## src/rtl/dmem_arbiter.sv

```systemverilog
// Round-robin arbiter sharing one single-port data memory between the core (C)
// and loader/DMA (D) ports, with bounded grant locking and 1-cycle read responses.
module dmem_arbiter #(
    parameter int AW       = 32,
    parameter int DW       = 32,
    parameter int LOCK_MAX = 8
) (
    input  logic          clk,
    input  logic          reset,
    input  logic          c_req,
    input  logic          c_we,
    input  logic          c_lock,
    input  logic [AW-1:0] c_adr,
    input  logic [DW-1:0] c_wd,
    output logic          c_gnt,
    output logic          c_rvalid,
    output logic [DW-1:0] c_rd,
    output logic          c_err,
    input  logic          d_req,
    input  logic          d_we,
    input  logic          d_lock,
    input  logic [AW-1:0] d_adr,
    input  logic [DW-1:0] d_wd,
    output logic          d_gnt,
    output logic          d_rvalid,
    output logic [DW-1:0] d_rd,
    output logic          d_err,
    output logic          mem_we,
    output logic [AW-1:0] mem_adr,
    output logic [DW-1:0] mem_wd,
    input  logic [DW-1:0] mem_rd
);
    localparam int            CW      = $clog2(LOCK_MAX + 1);
    localparam logic [CW-1:0] CNT_MAX = CW'(LOCK_MAX);
    localparam logic [CW-1:0] CNT_ONE = CW'(1);

    typedef enum logic {OWN_C = 1'b0, OWN_D = 1'b1} owner_e;

    owner_e         last_owner_q, last_owner_d;
    owner_e         resp_owner_q, resp_owner_d;
    logic           locked_q, locked_d;
    logic [CW-1:0]  lock_cnt_q, lock_cnt_d;
    logic           resp_valid_q, resp_valid_d;
    logic           resp_err_q, resp_err_d;
    logic           resp_read_q, resp_read_d;

    logic           gnt_c, gnt_d, accept, owner_req;
    logic           g_we, g_lock, aligned;
    owner_e         g_owner;
    logic [AW-1:0]  g_adr;
    logic [DW-1:0]  g_wd;

    // A locked owner keeps the grant only while it still requests and has budget left.
    always_comb begin
        gnt_c     = 1'b0;
        gnt_d     = 1'b0;
        owner_req = (last_owner_q == OWN_C) ? c_req : d_req;
        if (!reset) begin
            if (locked_q && owner_req && (lock_cnt_q < CNT_MAX)) begin
                gnt_c = (last_owner_q == OWN_C);
                gnt_d = (last_owner_q == OWN_D);
            end else if (c_req && d_req) begin
                gnt_c = (last_owner_q == OWN_D);
                gnt_d = (last_owner_q == OWN_C);
            end else begin
                gnt_c = c_req;
                gnt_d = d_req;
            end
        end
    end

    always_comb begin
        accept  = gnt_c | gnt_d;
        g_owner = gnt_d ? OWN_D : OWN_C;
        g_adr   = '0;
        g_wd    = '0;
        g_we    = 1'b0;
        g_lock  = 1'b0;
        if (gnt_c) begin
            g_adr  = c_adr;
            g_wd   = c_wd;
            g_we   = c_we;
            g_lock = c_lock;
        end else if (gnt_d) begin
            g_adr  = d_adr;
            g_wd   = d_wd;
            g_we   = d_we;
            g_lock = d_lock;
        end
        aligned = (g_adr[1:0] == 2'b00);
    end

    assign c_gnt   = gnt_c;
    assign d_gnt   = gnt_d;
    assign mem_we  = g_we & aligned;
    assign mem_adr = g_adr;
    assign mem_wd  = g_wd;

    always_comb begin
        last_owner_d = last_owner_q;
        locked_d     = locked_q;
        lock_cnt_d   = lock_cnt_q;
        resp_valid_d = accept;
        resp_owner_d = g_owner;
        resp_err_d   = accept & ~aligned;
        resp_read_d  = accept & ~g_we & aligned;
        if (accept) begin
            last_owner_d = g_owner;
            locked_d     = g_lock;
            // The count only grows while the same owner keeps holding its lock.
            if (!g_lock) begin
                lock_cnt_d = '0;
            end else if (locked_q && (g_owner == last_owner_q)) begin
                lock_cnt_d = (lock_cnt_q == CNT_MAX) ? CNT_MAX : lock_cnt_q + CNT_ONE;
            end else begin
                lock_cnt_d = CNT_ONE;
            end
        end
    end

    always_ff @(posedge clk) begin
        if (reset) begin
            last_owner_q <= OWN_D;
            locked_q     <= 1'b0;
            lock_cnt_q   <= '0;
            resp_valid_q <= 1'b0;
            resp_owner_q <= OWN_C;
            resp_err_q   <= 1'b0;
            resp_read_q  <= 1'b0;
        end else begin
            last_owner_q <= last_owner_d;
            locked_q     <= locked_d;
            lock_cnt_q   <= lock_cnt_d;
            resp_valid_q <= resp_valid_d;
            resp_owner_q <= resp_owner_d;
            resp_err_q   <= resp_err_d;
            resp_read_q  <= resp_read_d;
        end
    end

    assign c_rvalid = resp_valid_q & ~reset & (resp_owner_q == OWN_C);
    assign d_rvalid = resp_valid_q & ~reset & (resp_owner_q == OWN_D);
    assign c_err    = c_rvalid & resp_err_q;
    assign d_err    = d_rvalid & resp_err_q;
    assign c_rd     = (c_rvalid & resp_read_q) ? mem_rd : '0;
    assign d_rd     = (d_rvalid & resp_read_q) ? mem_rd : '0;

endmodule

```

## config.mk

```make
export PLATFORM = sky130hd
export DESIGN_NAME = dmem_arbiter
export DESIGN_NICKNAME = d
export VERILOG_FILES = /design/src/rtl/dmem_arbiter.sv
export SDC_FILE = /design/constraint.sdc
export NUM_CORES = 1
export LEC_CHECK = 0
export CAP_MARGIN = 20
export CORE_AREA = 3 3 115 117
export CTS_CLUSTER_DIAMETER = 80
export CTS_CLUSTER_SIZE = 24
export DETAILED_ROUTE_END_ITERATION = 8
export DIE_AREA = 0 0 118 120
export PLACE_DENSITY_LB_ADDON = 0.12
export SLEW_MARGIN = 10
export SYNTH_ARGS = -nofsm -noshare
export SYNTH_HDL_FRONTEND = slang
export SYNTH_SLANG_ARGS = --single-unit
```

## constraint.sdc

```tcl
create_clock -name clk -period 3.4 [get_ports clk]
set_clock_uncertainty 0.1 [all_clocks]
set_input_delay 0.68 -clock clk [delete_from_list [all_inputs] [get_ports clk]]
set_output_delay 0.68 -clock clk [all_outputs]
set_load 0.05 [all_outputs]
```

==> summary.txt <==
Outcome
  • Outcome: completed

Final layout
  • Most frequent cells in the layout: 167 x clkdlybuf4s50_1, 138 x buf_12, 64 x a22o_1, 64 x and3_1, 12 x buf_4
  • Commonest non-fill, non-tap cell in the layout: clkdlybuf4s50_1
  • ANT cells: 0
  • Fillers: 1,142
  • FF/Latch Area: 200 um2
  • P&R area growth vs syn: 255%
  • Util after Layout: 52.4%
  • Final net count: between 700 and 800
  • Share of layout cells above drive strength 1: a little under a third
  • Footprint of the multi-input gates: 1440 um2
  • Final Cell Area: 6530 um2

Yosys
  • Seq/Total Area, Yosys: 10.9%
  • Mapped Area: roughly 1800 um2
  • Cells taking the most area after synthesis: a22o_1 30%, and3_1 22%, dfxtp_1 11%
  • Syn nets: 414
  • Cell variety after synth: 38
  • Top cell type's share of synthesized area: 30.5%
  • EDFF count, synth: 0
  • Async set or reset register ratio after synthesis: 0%
  • Post-synthesis register bit count: 10
  • Syn_area_per_cell: about 7.5 um2
  • Ys Warns: 0
  • Yosys top cell by area: a22o_1
  • Main synth FF type: dfxtp_1
  • Syn Inst Count: 244

GRT
  • Number of global-route vias before repair: 3,272
  • Largest net degree at the start of global routing: 65
  • GRT overflow: 0
  • First-pass GRT wire length: 18,300 um
  • Initial antenna violation count: 0
  • Tot GR Track Use: between 10% and 20%

Clock tree
  • Worst-skew pair later-pin latency: 0.25 ns
  • Root Buffer: clkbuf_16
  • Reg clk slew, reported paths: 0.04 ns
  • Clock Tree Buf Depth: 2
  • Post_cts resized: 0
  • H-tree depth: 1
  • CTS tree: built
  • CTS Buf Count: 3
  • # clock sinks: 10

Route
  • Routed len/inst: about 18 um
  • Via density: 4.57
  • Iter 0 DRT Violations: 204
  • DRT antenna net count: 0
  • Final wirelength: 12,800 um
  • Routed vias: 3,228
  • DR pass1 iterations: 4
  • Drc violations: 0

Timing
  • Final Hold Viols: 0
  • Least-Margin Pin Slew: 0.541 ns
  • Highest Clock Rate: 303 MHz
  • Tmin final: 3.30 ns
  • Final TNS setup: 0 ns
  • Final period util: a little over nine tenths
  • Rel. slew slack: 63.8%
  • Fin. max-slew vios: 0
  • Unrepaired setup endpoints after global routing: false
  • Final setup fails: 0
  • Hold WS: around 0.46 ns

Hold path
  • Tightest Hold Check Type: reg2reg
  • Hold Path Origin: lock_cnt_q[2]

Floorplan
  • Die Wd: 118 um
  • FP Rows: 41
  • Die Span Y: 120 um
  • Io pins: about 300
  • CORE AREA: 12,500 um2
  • Total die area: roughly 14,000 um2
  • Initial core utilization: between 10% and 20%

Placed design
  • IO Port Bufs: 302
  • RePlAce Congestion: around 0.76
  • Post-DP Area: roughly 6400 um2
  • HPWL after DPL: 10,900 um

Setup path
  • Crit path launch: c_req
  • Crit path required time: between 2 and 3 ns
  • Type of origin of the critical path: primary input
  • R2R setup slack: roughly 1.2 ns
  • Critical-path maximum fanout: 17
  • Critical Path AT: 2.52 ns
  • Worst setup path end: mem_adr[15]
  • Reg2reg path depth: 4
  • Reg2reg start: locked_q
  • CP Capture Type: output pin
  • End of the worst register-to-register path: lock_cnt_q[2]
  • Critical path class: in2out

Power and ir drop
  • Lkg Pwr: 2.80 nW
  • Peak supply drop: 102 uV
  • Pwr/cell area: 199 nW/um2

Flow run
  • Max-capacitance violation count: 0
synthesized netlist by cell type, types with 2 or more instances:
| master | count |
|---|---|
| dfxtp_1 | 10 |
| a21oi_1 | 4 |
| and3b_1 | 2 |
| clkbuf_1 | 19 |
| nand3_1 | 3 |
| ha_1 | 2 |
| buf_6 | 4 |
| and3_1 | 64 |
| buf_4 | 3 |
| nand2b_1 | 4 |
| nor2b_1 | 4 |
| a22o_1 | 64 |
| a221oi_2 | 2 |
| nand2_1 | 7 |
| o211ai_1 | 4 |
| nor2_1 | 4 |
| o21ai_0 | 4 |
| a211oi_1 | 3 |
| inv_1 | 9 |
| and2_1 | 3 |
| o2111a_1 | 2 |
| a22oi_1 | 2 |
| buf_2 | 6 |
cell type report:
| cell class | count | area share (%) |
|---|---|---|
| Clock buffer | 4 | 1.36 |
| Sequential cell | 10 | 3.07 |
| Tap cell | 172 | 3.30 |
| Multi-Input combinational cell | 193 | 22.1 |
| Timing Repair Buffer | 318 | 69.7 |
| Inverter | 9 | 0.517 |
power by group:
group	switching (mW)	internal (mW)	leakage, nW
logic	0.437	0.492	2.68
clock network	0.0638	0.178	0.0442
registers	0.00809	0.124	0.0822
worst min-delay path by stage:
stage | to | depth (start not counted)
2_1_floorplan | lock_cnt_q[1] | 2
3_3_place_gp | lock_cnt_q[1] | 2
3_5_place_dp | lock_cnt_q[1] | 2
4_1_cts | lock_cnt_q[1] | 2
5_1_grt | lock_cnt_q[1] | 2
6_report | lock_cnt_q[2] | 2
layer usage:
layer / wire length (um) / vias up / part of all wire, % / global-route usage [%]
met2: 6950 / 192 / 54 / 32.0
met5: 0 / - / 0 / 0
met4: 193 / 0 / 1.5 / 4.32
met1: 4330 / 1489 / 34 / 16.2
met3: 1290 / 11 / 10 / 5.37
li1: - / 1536 / - / -
state kept, by name (all words and copies together) (netlist names):
name          flops
lock_cnt_q        4
last_owner_q      1
locked_q          1
resp_err_q        1
resp_owner_q      1
resp_read_q       1
resp_valid_q      1
worst max-delay path: stages:
cell             delay (ns)
clkdlybuf4s50_1        0.50
and2_1                 0.24
a211oi_4               0.31
buf_12                 0.19
buf_4                  0.20
a22o_1                 0.22
buf_12                 0.15
cell families after synthesis:
| group | count (synthesis) | share of synthesized area, % |
|---|---|---|
| buf+inv | 41 | 11.0 |
| simple gates | 94 | 30.9 |
| compound gates | 95 | 44.9 |
| flops | 10 | 10.9 |
| xor+xnor | 2 | 0.952 |
| fa+ha+maj | 2 | 1.36 |
metrics by stage:
stage	power (mW)	setup slack, ns	std cells
floorplan	0.512	0.162	244
detailed placement	1.06	0.0863	700
global placement	1.05	0.118	700
finish	1.30	0.100	706
CTS	1.30	0.0674	704
global route	1.34	0.0279	706
timing repair:
item / in CTS / in global routing
hold buffers: 0 / 0
buffers inserted: 0 / 1
endpoints found under the setup margin: 0 / 5
Power figures use the tool's default switching activity.
